**config.mk**
```make
export PLATFORM = sky130hd
export DESIGN_NAME = regbank_sequencer_flat
export DESIGN_NICKNAME = d
export VERILOG_FILES = /design/src/rtl/regbank_sequencer_if.sv /design/src/rtl/regbank_sequencer.sv /design/src/flat_wrapper.sv
export SDC_FILE = /design/constraint.sdc
export NUM_CORES = 1
export LEC_CHECK = 0
export BUFFER_PORTS_ARGS = -buffer_cell sky130_fd_sc_hd__clkbuf_2
export CAP_MARGIN = 20
export CORE_UTILIZATION = 35
export CTS_CLUSTER_SIZE = 10
export DETAILED_ROUTE_END_ITERATION = 8
export REMOVE_ABC_BUFFERS = 1
export SLEW_MARGIN = 20
export SYNTH_ARGS = -nofsm -noshare
export SYNTH_HDL_FRONTEND = slang
export SYNTH_SLANG_ARGS = --single-unit
```
**constraint.sdc**
```tcl
create_clock -name clk -period 4.63 [get_ports clk]
set_input_delay 0.2315 -clock clk [delete_from_list [all_inputs] [get_ports clk]]
set_output_delay 0.2315 -clock clk [all_outputs]
set_load 0.02 [all_outputs]
```
**src/rtl/regbank_sequencer_if.sv**
```systemverilog
// Command handshake bundle between control logic and the register-bank sequencer.
// The master drives the micro-op and valid; the slave returns ready.
interface regbank_sequencer_if #(
  parameter int WIDTH  = 8,
  parameter int ADDR_W = 3
);
  logic              cmd_valid;
  logic              cmd_ready;
  logic [2:0]        cmd_op;
  logic [ADDR_W-1:0] cmd_rd;
  logic [ADDR_W-1:0] cmd_rs1;
  logic [ADDR_W-1:0] cmd_rs2;
  logic [WIDTH-1:0]  cmd_imm;

  modport master (
    output cmd_valid,
    output cmd_op,
    output cmd_rd,
    output cmd_rs1,
    output cmd_rs2,
    output cmd_imm,
    input  cmd_ready
  );

  modport slave (
    input  cmd_valid,
    input  cmd_op,
    input  cmd_rd,
    input  cmd_rs1,
    input  cmd_rs2,
    input  cmd_imm,
    output cmd_ready
  );
endinterface

```
**src/rtl/regbank_sequencer.sv**
```systemverilog
// Serialised micro-op initiator for the 2R/1W register bank:
// IDLE -> READ -> EXEC -> WRITE, one command per four cycles.
module regbank_sequencer #(
  parameter int WIDTH  = 8,
  parameter int ADDR_W = 3
) (
  input  logic              clk,
  input  logic              rst,
  regbank_sequencer_if.slave cmd,
  output logic [ADDR_W-1:0] reg_addr_1,
  output logic [ADDR_W-1:0] reg_addr_2,
  input  logic [WIDTH-1:0]  reg_data_1,
  input  logic [WIDTH-1:0]  reg_data_2,
  output logic              write_enable,
  output logic [ADDR_W-1:0] write_addr,
  output logic [WIDTH-1:0]  write_data,
  output logic [WIDTH-1:0]  result,
  output logic              flag_zero,
  output logic              flag_carry,
  output logic              done
);

  typedef enum logic [1:0] {
    IDLE,
    READ,
    EXEC,
    WRITE
  } state_t;

  localparam logic [2:0] OP_ADD = 3'b000;
  localparam logic [2:0] OP_SUB = 3'b001;
  localparam logic [2:0] OP_AND = 3'b010;
  localparam logic [2:0] OP_OR  = 3'b011;
  localparam logic [2:0] OP_XOR = 3'b100;
  localparam logic [2:0] OP_MOV = 3'b101;
  localparam logic [2:0] OP_LDI = 3'b110;
  localparam logic [2:0] OP_SLT = 3'b111;

  state_t            state_q, state_d;
  logic              accept;
  logic [2:0]        op_q;
  logic [ADDR_W-1:0] rd_q, rs1_q, rs2_q;
  logic [WIDTH-1:0]  imm_q;
  logic [WIDTH-1:0]  a_q, b_q;
  logic [WIDTH-1:0]  res_q;
  logic              zero_q, carry_q;
  logic [ADDR_W-1:0] wa_q;
  logic [WIDTH-1:0]  wd_q;
  logic [WIDTH-1:0]  alu_res;
  logic              alu_carry;
  logic [WIDTH:0]    sum;
  logic [WIDTH:0]    diff;

  assign cmd.cmd_ready = (state_q == IDLE) && !rst;
  assign accept        = (state_q == IDLE) && cmd.cmd_valid;

  always_ff @(posedge clk) begin
    if (rst) state_q <= IDLE;
    else     state_q <= state_d;
  end

  always_comb begin
    state_d = state_q;
    unique case (state_q)
      IDLE:  if (cmd.cmd_valid) state_d = READ;
      READ:  state_d = EXEC;
      EXEC:  state_d = WRITE;
      WRITE: state_d = IDLE;
      default: state_d = IDLE;
    endcase
  end

  always_ff @(posedge clk) begin
    if (rst) begin
      op_q  <= '0;
      rd_q  <= '0;
      rs1_q <= '0;
      rs2_q <= '0;
      imm_q <= '0;
    end else if (accept) begin
      op_q  <= cmd.cmd_op;
      rd_q  <= cmd.cmd_rd;
      rs1_q <= cmd.cmd_rs1;
      rs2_q <= cmd.cmd_rs2;
      imm_q <= cmd.cmd_imm;
    end
  end

  // Read addresses come straight from the latched fields, so they
  // hold between commands without extra registers.
  assign reg_addr_1 = rs1_q;
  assign reg_addr_2 = rs2_q;

  always_ff @(posedge clk) begin
    if (rst) begin
      a_q <= '0;
      b_q <= '0;
    end else if (state_q == READ) begin
      a_q <= reg_data_1;
      b_q <= reg_data_2;
    end
  end

  assign sum  = {1'b0, a_q} + {1'b0, b_q};
  assign diff = {1'b0, a_q} - {1'b0, b_q};

  always_comb begin
    alu_res   = '0;
    alu_carry = 1'b0;
    unique case (op_q)
      OP_ADD: begin
        alu_res   = sum[WIDTH-1:0];
        alu_carry = sum[WIDTH];
      end
      OP_SUB: begin
        alu_res   = diff[WIDTH-1:0];
        alu_carry = diff[WIDTH];
      end
      OP_AND: alu_res = a_q & b_q;
      OP_OR:  alu_res = a_q | b_q;
      OP_XOR: alu_res = a_q ^ b_q;
      OP_MOV: alu_res = a_q;
      OP_LDI: alu_res = imm_q;
      OP_SLT: alu_res = {{(WIDTH-1){1'b0}}, diff[WIDTH]};
      default: alu_res = '0;
    endcase
  end

  always_ff @(posedge clk) begin
    if (rst) begin
      res_q   <= '0;
      zero_q  <= 1'b0;
      carry_q <= 1'b0;
    end else if (state_q == EXEC) begin
      res_q   <= alu_res;
      zero_q  <= (alu_res == '0);
      carry_q <= alu_carry;
    end
  end

  assign result     = res_q;
  assign flag_zero  = zero_q;
  assign flag_carry = carry_q;

  // Write port shows rd/result during WRITE and keeps them afterwards.
  always_ff @(posedge clk) begin
    if (rst) begin
      wa_q <= '0;
      wd_q <= '0;
    end else if (state_q == WRITE) begin
      wa_q <= rd_q;
      wd_q <= res_q;
    end
  end

  assign done         = (state_q == WRITE);
  assign write_enable = (state_q == WRITE) && (rd_q != '0);
  assign write_addr   = (state_q == WRITE) ? rd_q : wa_q;
  assign write_data   = (state_q == WRITE) ? res_q : wd_q;

endmodule

```
**src/flat_wrapper.sv**
```systemverilog
// flat-port wrapper written by rule: the top's interface ports become plain ports
module regbank_sequencer_flat 
#(
  parameter int WIDTH  = 8,
  parameter int ADDR_W = 3
)
  (clk, rst, reg_addr_1, reg_addr_2, reg_data_1, reg_data_2, write_enable, write_addr, write_data, result, flag_zero, flag_carry, done, cmd_cmd_valid, cmd_cmd_op, cmd_cmd_rd, cmd_cmd_rs1, cmd_cmd_rs2, cmd_cmd_imm, cmd_cmd_ready);
  regbank_sequencer_if #(.WIDTH(WIDTH), .ADDR_W(ADDR_W)) cmd_i ();
  input  logic clk;
  input  logic rst;
  output logic [ADDR_W-1:0] reg_addr_1;
  output logic [ADDR_W-1:0] reg_addr_2;
  input  logic [WIDTH-1:0] reg_data_1;
  input  logic [WIDTH-1:0] reg_data_2;
  output logic write_enable;
  output logic [ADDR_W-1:0] write_addr;
  output logic [WIDTH-1:0] write_data;
  output logic [WIDTH-1:0] result;
  output logic flag_zero;
  output logic flag_carry;
  output logic done;
  input wire logic [$bits(cmd_i.cmd_valid)-1:0] cmd_cmd_valid;
  input wire logic [$bits(cmd_i.cmd_op)-1:0] cmd_cmd_op;
  input wire logic [$bits(cmd_i.cmd_rd)-1:0] cmd_cmd_rd;
  input wire logic [$bits(cmd_i.cmd_rs1)-1:0] cmd_cmd_rs1;
  input wire logic [$bits(cmd_i.cmd_rs2)-1:0] cmd_cmd_rs2;
  input wire logic [$bits(cmd_i.cmd_imm)-1:0] cmd_cmd_imm;
  output wire logic [$bits(cmd_i.cmd_ready)-1:0] cmd_cmd_ready;
  assign cmd_i.cmd_valid = cmd_cmd_valid;
  assign cmd_i.cmd_op = cmd_cmd_op;
  assign cmd_i.cmd_rd = cmd_cmd_rd;
  assign cmd_i.cmd_rs1 = cmd_cmd_rs1;
  assign cmd_i.cmd_rs2 = cmd_cmd_rs2;
  assign cmd_i.cmd_imm = cmd_cmd_imm;
  assign cmd_cmd_ready = cmd_i.cmd_ready;
  regbank_sequencer #(.WIDTH(WIDTH), .ADDR_W(ADDR_W)) u_core (.clk(clk), .rst(rst), .cmd(cmd_i), .reg_addr_1(reg_addr_1), .reg_addr_2(reg_addr_2), .reg_data_1(reg_data_1), .reg_data_2(reg_data_2), .write_enable(write_enable), .write_addr(write_addr), .write_data(write_data), .result(result), .flag_zero(flag_zero), .flag_carry(flag_carry), .done(done));
endmodule
```
==> qor.json, run 1 <==
{
  "layout": {
    "multi_input_comb_area_um2": 2100,
    "final_core_util": 0.422,
    "layout.nets": 543,
    "antennaDiodeCount": 0,
    "post_route_cells_drive_above_1_share": 0.218,
    "ff_latch_area_um2": 1180,
    "layout-area-overhead-vs-synth_pct": 17.2,
    "fill_cells": 1029
  },
  "yosys": {
    "post-synth-top-area-cell": "sky130_fd_sc_hd__dfxtp_1",
    "yosys-top-cells-area": "sky130_fd_sc_hd__dfxtp_1, sky130_fd_sc_hd__ha_1, sky130_fd_sc_hd__mux2i_1, sky130_fd_sc_hd__nand2_1, sky130_fd_sc_hd__a21oi_1",
    "synth_seq_area_share": 0.337,
    "synth_flop_cell": "sky130_fd_sc_hd__dfxtp_1",
    "synth_compound_gate_area_share": 0.176,
    "synthSimpleGateAreaFrac": 0.176,
    "synthDominantCellAreaShare": 0.337,
    "syn_avg_cell_area_um2": 8.37,
    "synth_enable_flop_cells": 0,
    "synth.cell_area_um2": 3510,
    "distinct_cells_synth": 53,
    "synthMuxAreaShare": 0.112,
    "post_synthesis_xor_xnor_area_fraction": 0.0200,
    "synthAdderAreaFrac": 0.115,
    "synthCells": 419,
    "ys_seq_elements": 59,
    "postSynth.asyncResetShare": 0,
    "synth_top_family_by_area": "compound AO/OA/AOI/OAI gates",
    "synthesis.yosys.warnings": 0
  },
  "sta": {
    "grt_setup_unrepaired": "false",
    "layout_worst_path_cycle_share": 0.596,
    "report.final.slew_viol_count": 0,
    "hold_violations_final": 0,
    "setup_total_negative_slack_ns": 0,
    "timing.fmax_mhz": 363,
    "clock-skew-final_ns": 0.0101,
    "final_period_minus_worst_setup_slack_ns": 2.76,
    "count_of_endpoints_failing_setup_in_the_final_report": 0,
    "timing_worst_slew_pin_value_ns": 1.09,
    "maxSlewHeadroom": 0.276
  },
  "placed_design": {
    "place.port_buffers": 68,
    "detailedPlacementHpwl_mm": 6.28,
    "finalWeightedCongestion": 0.936
  },
  "route": {
    "routed_via_count": 3070,
    "detail_route.drc_violations": 0,
    "antenna_violating_nets_left": 0,
    "pre_repair_dr_iteration_count": 4,
    "vias_per_cell": 5.03,
    "wire_per_inst_um": 14.3,
    "wl_mm": 8.75,
    "drt-initial-drc-count": 96
  },
  "grt": {
    "gr-usage-all-layers": 0.180,
    "wire_length_of_the_first_global_routing_pass_mm": 14.3,
    "antenna_found_initial": 0,
    "grt_pass1_vias": 2833,
    "grt_remaining_overflow": 0,
    "grt_max_degree": 50
  },
  "die": {
    "die_width_um": 102,
    "core_area_um2": 9730,
    "num_rows": 36,
    "top_level_ports": 69,
    "starting_density_of_the_core": 0.360,
    "floorplan.die.height_um": 102,
    "dieArea_um2": 10400
  },
  "worst_setup_path": {
    "worst-r2r-cell-count": 10,
    "worst_setup_path_category": "reg2reg",
    "timing.critical_path.to": "u_core.flag_zero",
    "critPathRequiredTime_ns": 4.88,
    "critical_path_arrival_ns": 3.01,
    "startpoint": "u_core.a_q[0]",
    "worstPathMaxFanout": 4,
    "cp-end-kind": "register",
    "cell_by_cell_listing_of_the_critical_path": "inv_1, ha_1, fa_1, o21bai_1, a2111oi_0, o31ai_1, o211ai_1, nor4_1, nand3_1, o32ai_1",
    "worstReg2RegEnd": "u_core.flag_zero",
    "critPathLaunchType": "register",
    "timing.rr.start": "u_core.a_q[0]",
    "setup.reg_to_reg.worst_slack_ns": 1.87,
    "worst_path_cell_with_the_longest_stage_delay": "sky130_fd_sc_hd__fa_1",
    "timing.critical_path.slowest_cell_delay_ns": 0.42
  },
  "clock_network": {
    "clock_root_buffer": "sky130_fd_sc_hd__clkbuf_8",
    "clk-insertion-delay-late_ns": 0.35,
    "cts.clk_slew.worst_paths_ns": 0.07,
    "post_cts_resize_count": 0,
    "postCtsSetupBuffers": 0,
    "ctsHoldBuffers": 0,
    "number_of_sinks_driven_by_the_clock_tree": 59,
    "cts-htree-levels": 3,
    "ctsLongestPathBuffers": 2,
    "cts_tree": "done",
    "cts_buffers": 9
  },
  "power_and_ir_drop": {
    "total_power_mw": 2.09,
    "power.density_cell_area_nw_per_um2": 510,
    "ir_drop_mv": 0.342,
    "power.leakage_nw": 1.73
  },
  "run": {
    "max-cap-violations": 0
  },
  "run_status": {
    "outcome": "complete, no violations"
  },
  "min_path": {
    "timing.hold.worst.class": "in2reg",
    "worst_hold_startpoint": "cmd_cmd_rs1[0]"
  }
}
## layout by cell type (no fill, tap or decap), types with 4 or more instances in the layout
| master | instances |
|---|---|
| sky130_fd_sc_hd__a21oi_1 | 35 |
| sky130_fd_sc_hd__xnor2_1 | 7 |
| sky130_fd_sc_hd__mux2i_1 | 23 |
| sky130_fd_sc_hd__dfxtp_1 | 59 |
| sky130_fd_sc_hd__buf_4 | 4 |
| sky130_fd_sc_hd__mux2_2 | 13 |
| sky130_fd_sc_hd__nand3_1 | 5 |
| sky130_fd_sc_hd__o21ai_0 | 10 |
| sky130_fd_sc_hd__nor2b_1 | 5 |
| sky130_fd_sc_hd__ha_1 | 29 |
| sky130_fd_sc_hd__nand2_1 | 52 |
| sky130_fd_sc_hd__inv_1 | 28 |
| sky130_fd_sc_hd__clkbuf_2 | 68 |
| sky130_fd_sc_hd__clkbuf_8 | 10 |
| sky130_fd_sc_hd__nor2_1 | 36 |
| sky130_fd_sc_hd__nor3_1 | 4 |
| sky130_fd_sc_hd__and2_1 | 14 |
| sky130_fd_sc_hd__a211oi_1 | 10 |
| sky130_fd_sc_hd__nand2b_1 | 6 |
## sequential cells by signal (all words and copies together) (netlist names), 3 cells and up
signal / cells
u_core.reg_addr_1: 3
u_core.b_q: 8
u_core.rd_q: 3
u_core.reg_addr_2: 3
u_core.a_q: 8
u_core.wa_q: 3
u_core.op_q: 3
u_core.wd_q: 8
u_core.imm_q: 8
u_core.result: 8
## metrics by stage
stage          area [µm²]  hold slack, ns  cells  setup slack (ns)
2_1_floorplan        3380           0.298    390              2.36
3_3_place_gp         3920           0.442    595              2.05
3_5_place_dp         3920           0.449    595              1.97
4_1_cts              4110          0.0839    610              1.91
5_1_grt              4110           0.104    610              1.63
6_report             4110           0.102    610              1.87
## critical path, delay by kind of cell, from the launching register on
kind / cells / cell delay [ns]
AO/OA/AOI/OAI: 5 / 1.12
flip-flops: 1 / 0.37
buffers and inverters: 1 / 0.07
AND/OR/NAND/NOR: 2 / 0.47
adder cells (fa/ha/maj): 2 / 0.63
## layer usage
metal	track usage	vias to the layer above	wire (µm)
met5	0	-	0
met4	0.0780	0	163
met3	0.0328	10	414
met2	0.282	77	4160
met1	0.241	1430	4020
li1	-	1553	-
## final cells by class
class | count | share of cell area
Inverter | 28 | 0.0256
Clock inverter | 5 | 0.0131
Timing Repair Buffer | 72 | 0.0901
Tap cell | 133 | 0.0405
Clock buffer | 10 | 0.0335
Multi-Input combinational cell | 303 | 0.510
Sequential cell | 59 | 0.287
## worst min-delay path by stage
stage | to | slack [ns] | depth (start not counted)
floorplan | u_core.result[5] | 0.30 | 1
global placement | u_core.reg_addr_2[2] | 0.44 | 2
detailed placement | u_core.reg_addr_2[2] | 0.45 | 2
CTS | u_core.reg_addr_2[0] | 0.08 | 3
global route | u_core.reg_addr_2[0] | 0.10 | 3
finish | u_core.reg_addr_1[0] | 0.10 | 3
## synth_stat cells (all sizes together), types with 12 or more instances
cell type and n:
mux2 14, and2 14, dfxtp 59, ha 29, a21oi 35, nand2 52, mux2i 23, buf 12
clkbuf 17, inv 28, nor2 37
## power breakdown
part | leakage [nW] | internal (mW) | switching [mW]
Clock | 0.102 | 0.258 | 0.211
Sequential | 0.481 | 0.595 | 0.0743
Combinational | 1.15 | 0.383 | 0.573
## cell families after synthesis
kind of cell / Yosys count
and+or+nand+nor: 134
AOI/OAI and AO/OA: 93
DFF: 59
buffers and inverters: 57
muxes: 37
adders and majority gates: 31
xor gates and xnor gates: 8
(Power assumes the default switching activity.)
==> inputs of run 2 (changes only) <==
==> constraint.sdc (replaced) <==
create_clock -name clk -period 2.35 [get_ports clk]
set_input_delay 0.1175 -clock clk [delete_from_list [all_inputs] [get_ports clk]]
set_output_delay 0.1175 -clock clk [all_outputs]
set_load 0.02 [all_outputs]
==> run 2 against run 1 <==
First-iteration DRC count grew 73%. Cell area grew 14%. Worst hold slack lost 0.099 ns. Sequential power grew 96%. Worst setup slack lost 1.8 ns. Sequential share of layout area shrank 3.4 points. Flip-flop and latch count is the same. Final cell count grew 7.9%. Count of clock-buffer cells in the layout grew 1. Die area is the same. Combinational power grew 140%. Highest routed layer unchanged.
==> qor.json, run 2 (synthesized netlist as in run 1, its figures left out) <==
{
  "worst_setup_path": {
    "worst_setup_path_category": "reg2reg",
    "critPathLaunchType": "register",
    "critical_path_arrival_ns": 2.58,
    "worstPathMaxFanout": 2,
    "setup.reg_to_reg.worst_slack_ns": 0.02,
    "critPathRequiredTime_ns": 2.60,
    "cp-end-kind": "register"
  },
  "layout": {
    "post_route_cells_drive_above_1_share": 0.303,
    "most-common-layout-cells": "sky130_fd_sc_hd__clkbuf_2, sky130_fd_sc_hd__dfxtp_1, sky130_fd_sc_hd__nand2_1, sky130_fd_sc_hd__nor2_1, sky130_fd_sc_hd__buf_4",
    "layout-area-overhead-vs-synth_pct": 33.4,
    "finish.instance_area_um2": 4680,
    "fill_cells": 952,
    "stdcell_count": 658,
    "most_frequent_standard_cell_in_the_layout_excluding_fill_and_tap_cells": "sky130_fd_sc_hd__clkbuf_2",
    "layout.nets": 591,
    "antennaDiodeCount": 0
  },
  "grt": {
    "antenna_found_initial": 0,
    "grt_max_degree": 27,
    "grt_remaining_overflow": 0,
    "gr-usage-all-layers": 0.185,
    "wire_length_of_the_first_global_routing_pass_mm": 14.7,
    "grt_pass1_vias": 3041
  },
  "route": {
    "wl_mm": 9.40,
    "pre_repair_dr_iteration_count": 4,
    "drt-initial-drc-count": 166,
    "wire_per_inst_um": 14.3,
    "detail_route.drc_violations": 0,
    "antenna_violating_nets_left": 0,
    "routed_via_count": 3252,
    "vias_per_cell": 4.94
  },
  "placed_design": {
    "finalWeightedCongestion": 0.896,
    "placedInstanceArea_um2": 4160,
    "place.port_buffers": 68,
    "dp_cells": 625,
    "detailedPlacementHpwl_mm": 6.79
  },
  "clock_network": {
    "ctsLongestPathBuffers": 2,
    "clk-insertion-delay-late_ns": 0.34,
    "cts_tree": "done",
    "cts.clk_slew.worst_paths_ns": 0.07,
    "cts-htree-levels": 3,
    "cts_buffers": 9,
    "number_of_sinks_driven_by_the_clock_tree": 59,
    "clock_root_buffer": "sky130_fd_sc_hd__clkbuf_8"
  },
  "sta": {
    "clock-skew-final_ns": 0.00956,
    "maxSlewHeadroom": 0.513,
    "timing.fmax_mhz": 430,
    "count_of_endpoints_failing_setup_in_the_final_report": 0,
    "holdWs_ns": 0.00242,
    "report.final.slew_viol_count": 0,
    "grt_setup_unrepaired": "true",
    "hold_violations_final": 0,
    "setup_total_negative_slack_ns": 0,
    "layout_worst_path_cycle_share": 0.990,
    "final_period_minus_worst_setup_slack_ns": 2.33,
    "timing_worst_slew_pin_value_ns": 0.728
  },
  "die": {
    "dieArea_um2": 10400,
    "floorplan.die.height_um": 102,
    "top_level_ports": 69,
    "num_rows": 36,
    "die_width_um": 102,
    "core_area_um2": 9730,
    "starting_density_of_the_core": 0.360
  },
  "run": {
    "max-cap-violations": 0
  },
  "power_and_ir_drop": {
    "power.leakage_nw": 2.01,
    "ir_drop_mv": 0.581,
    "total_power_mw": 4.62,
    "power.density_cell_area_nw_per_um2": 988
  },
  "run_status": {
    "outcome": "complete, no violations"
  },
  "min_path": {
    "timing.hold.worst.class": "in2reg"
  }
}
run 2: changes by cell type in the layout (fill, tap and decap cells not counted), moves of 3 or more:
| cell | change |
|---|---|
| sky130_fd_sc_hd__dlygate4sd3_1 | +17 |
| sky130_fd_sc_hd__a211oi_2 | +3 |
| sky130_fd_sc_hd__buf_4 | +30 |
| sky130_fd_sc_hd__a211oi_1 | -3 |
| sky130_fd_sc_hd__ha_1 | -4 |
run 2: through the flow:
stage	setup WS, ns	utilization
floorplan	0.0829	-
global placement	0.00255	0.427
detailed placement	-0.101	0.427
CTS	-0.0275	0.467
global route	-0.119	0.481
finish	0.0232	0.481
run 2: report_power, final:
part           total [mW]  internal [mW]  switching [mW]
combinational        2.34           1.05            1.29
clock               0.971          0.540           0.432
sequential           1.31           1.17           0.141
total                4.62           2.76            1.86
run 2: worst paths after layout:
path / start / end / cells past startpoint
max: u_core.a_q[0] / u_core.flag_zero / 11
min: cmd_cmd_rs2[1] / u_core.reg_addr_2[1] / 3
max reg2reg: u_core.a_q[0] / u_core.flag_zero / 11
min reg2reg: u_core.reg_addr_2[0] / u_core.reg_addr_2[0] / 2
run 2: critical path: stages, from the launching register on:
cell                        delay (ns)
sky130_fd_sc_hd__dfxtp_2          0.34
sky130_fd_sc_hd__inv_2            0.05
sky130_fd_sc_hd__ha_4             0.16
sky130_fd_sc_hd__fa_2             0.39
sky130_fd_sc_hd__o21bai_4         0.16
sky130_fd_sc_hd__a2111oi_1        0.09
sky130_fd_sc_hd__o31ai_1          0.29
sky130_fd_sc_hd__buf_4            0.17
sky130_fd_sc_hd__o211ai_1         0.11
sky130_fd_sc_hd__nor4_2           0.28
sky130_fd_sc_hd__nand3_1          0.12
sky130_fd_sc_hd__o32ai_2          0.09
run 2: metal layers:
layer,up-vias,GRT usage,routed length [µm]
met2,83,0.302,4440
met1,1503,0.237,4230
met5,-,0,0
li1,1647,-,-
met3,19,0.0363,510
met4,0,0.0824,218
run 2: cell type report:
type                       instances  area (µm²)  area share
multi-input combinational        303        2230       0.478
sequential                        59        1180       0.253
timing repair buffer             120         786       0.168
tap                              133         166      0.0356
clock buffer                      11         151      0.0324
inverter                          28         105      0.0225
clock inverter                     4        50.0      0.0107
run 2: what timing repair did:
item / CTS / global route
setup endpoints to repair: 4 / 6
pin swaps: 2 / 13
hold endpoints to repair: 17 / 0
gates resized for setup: 3 / 27
buffers inserted: 1 / 0
hold buffers: 17 / 0
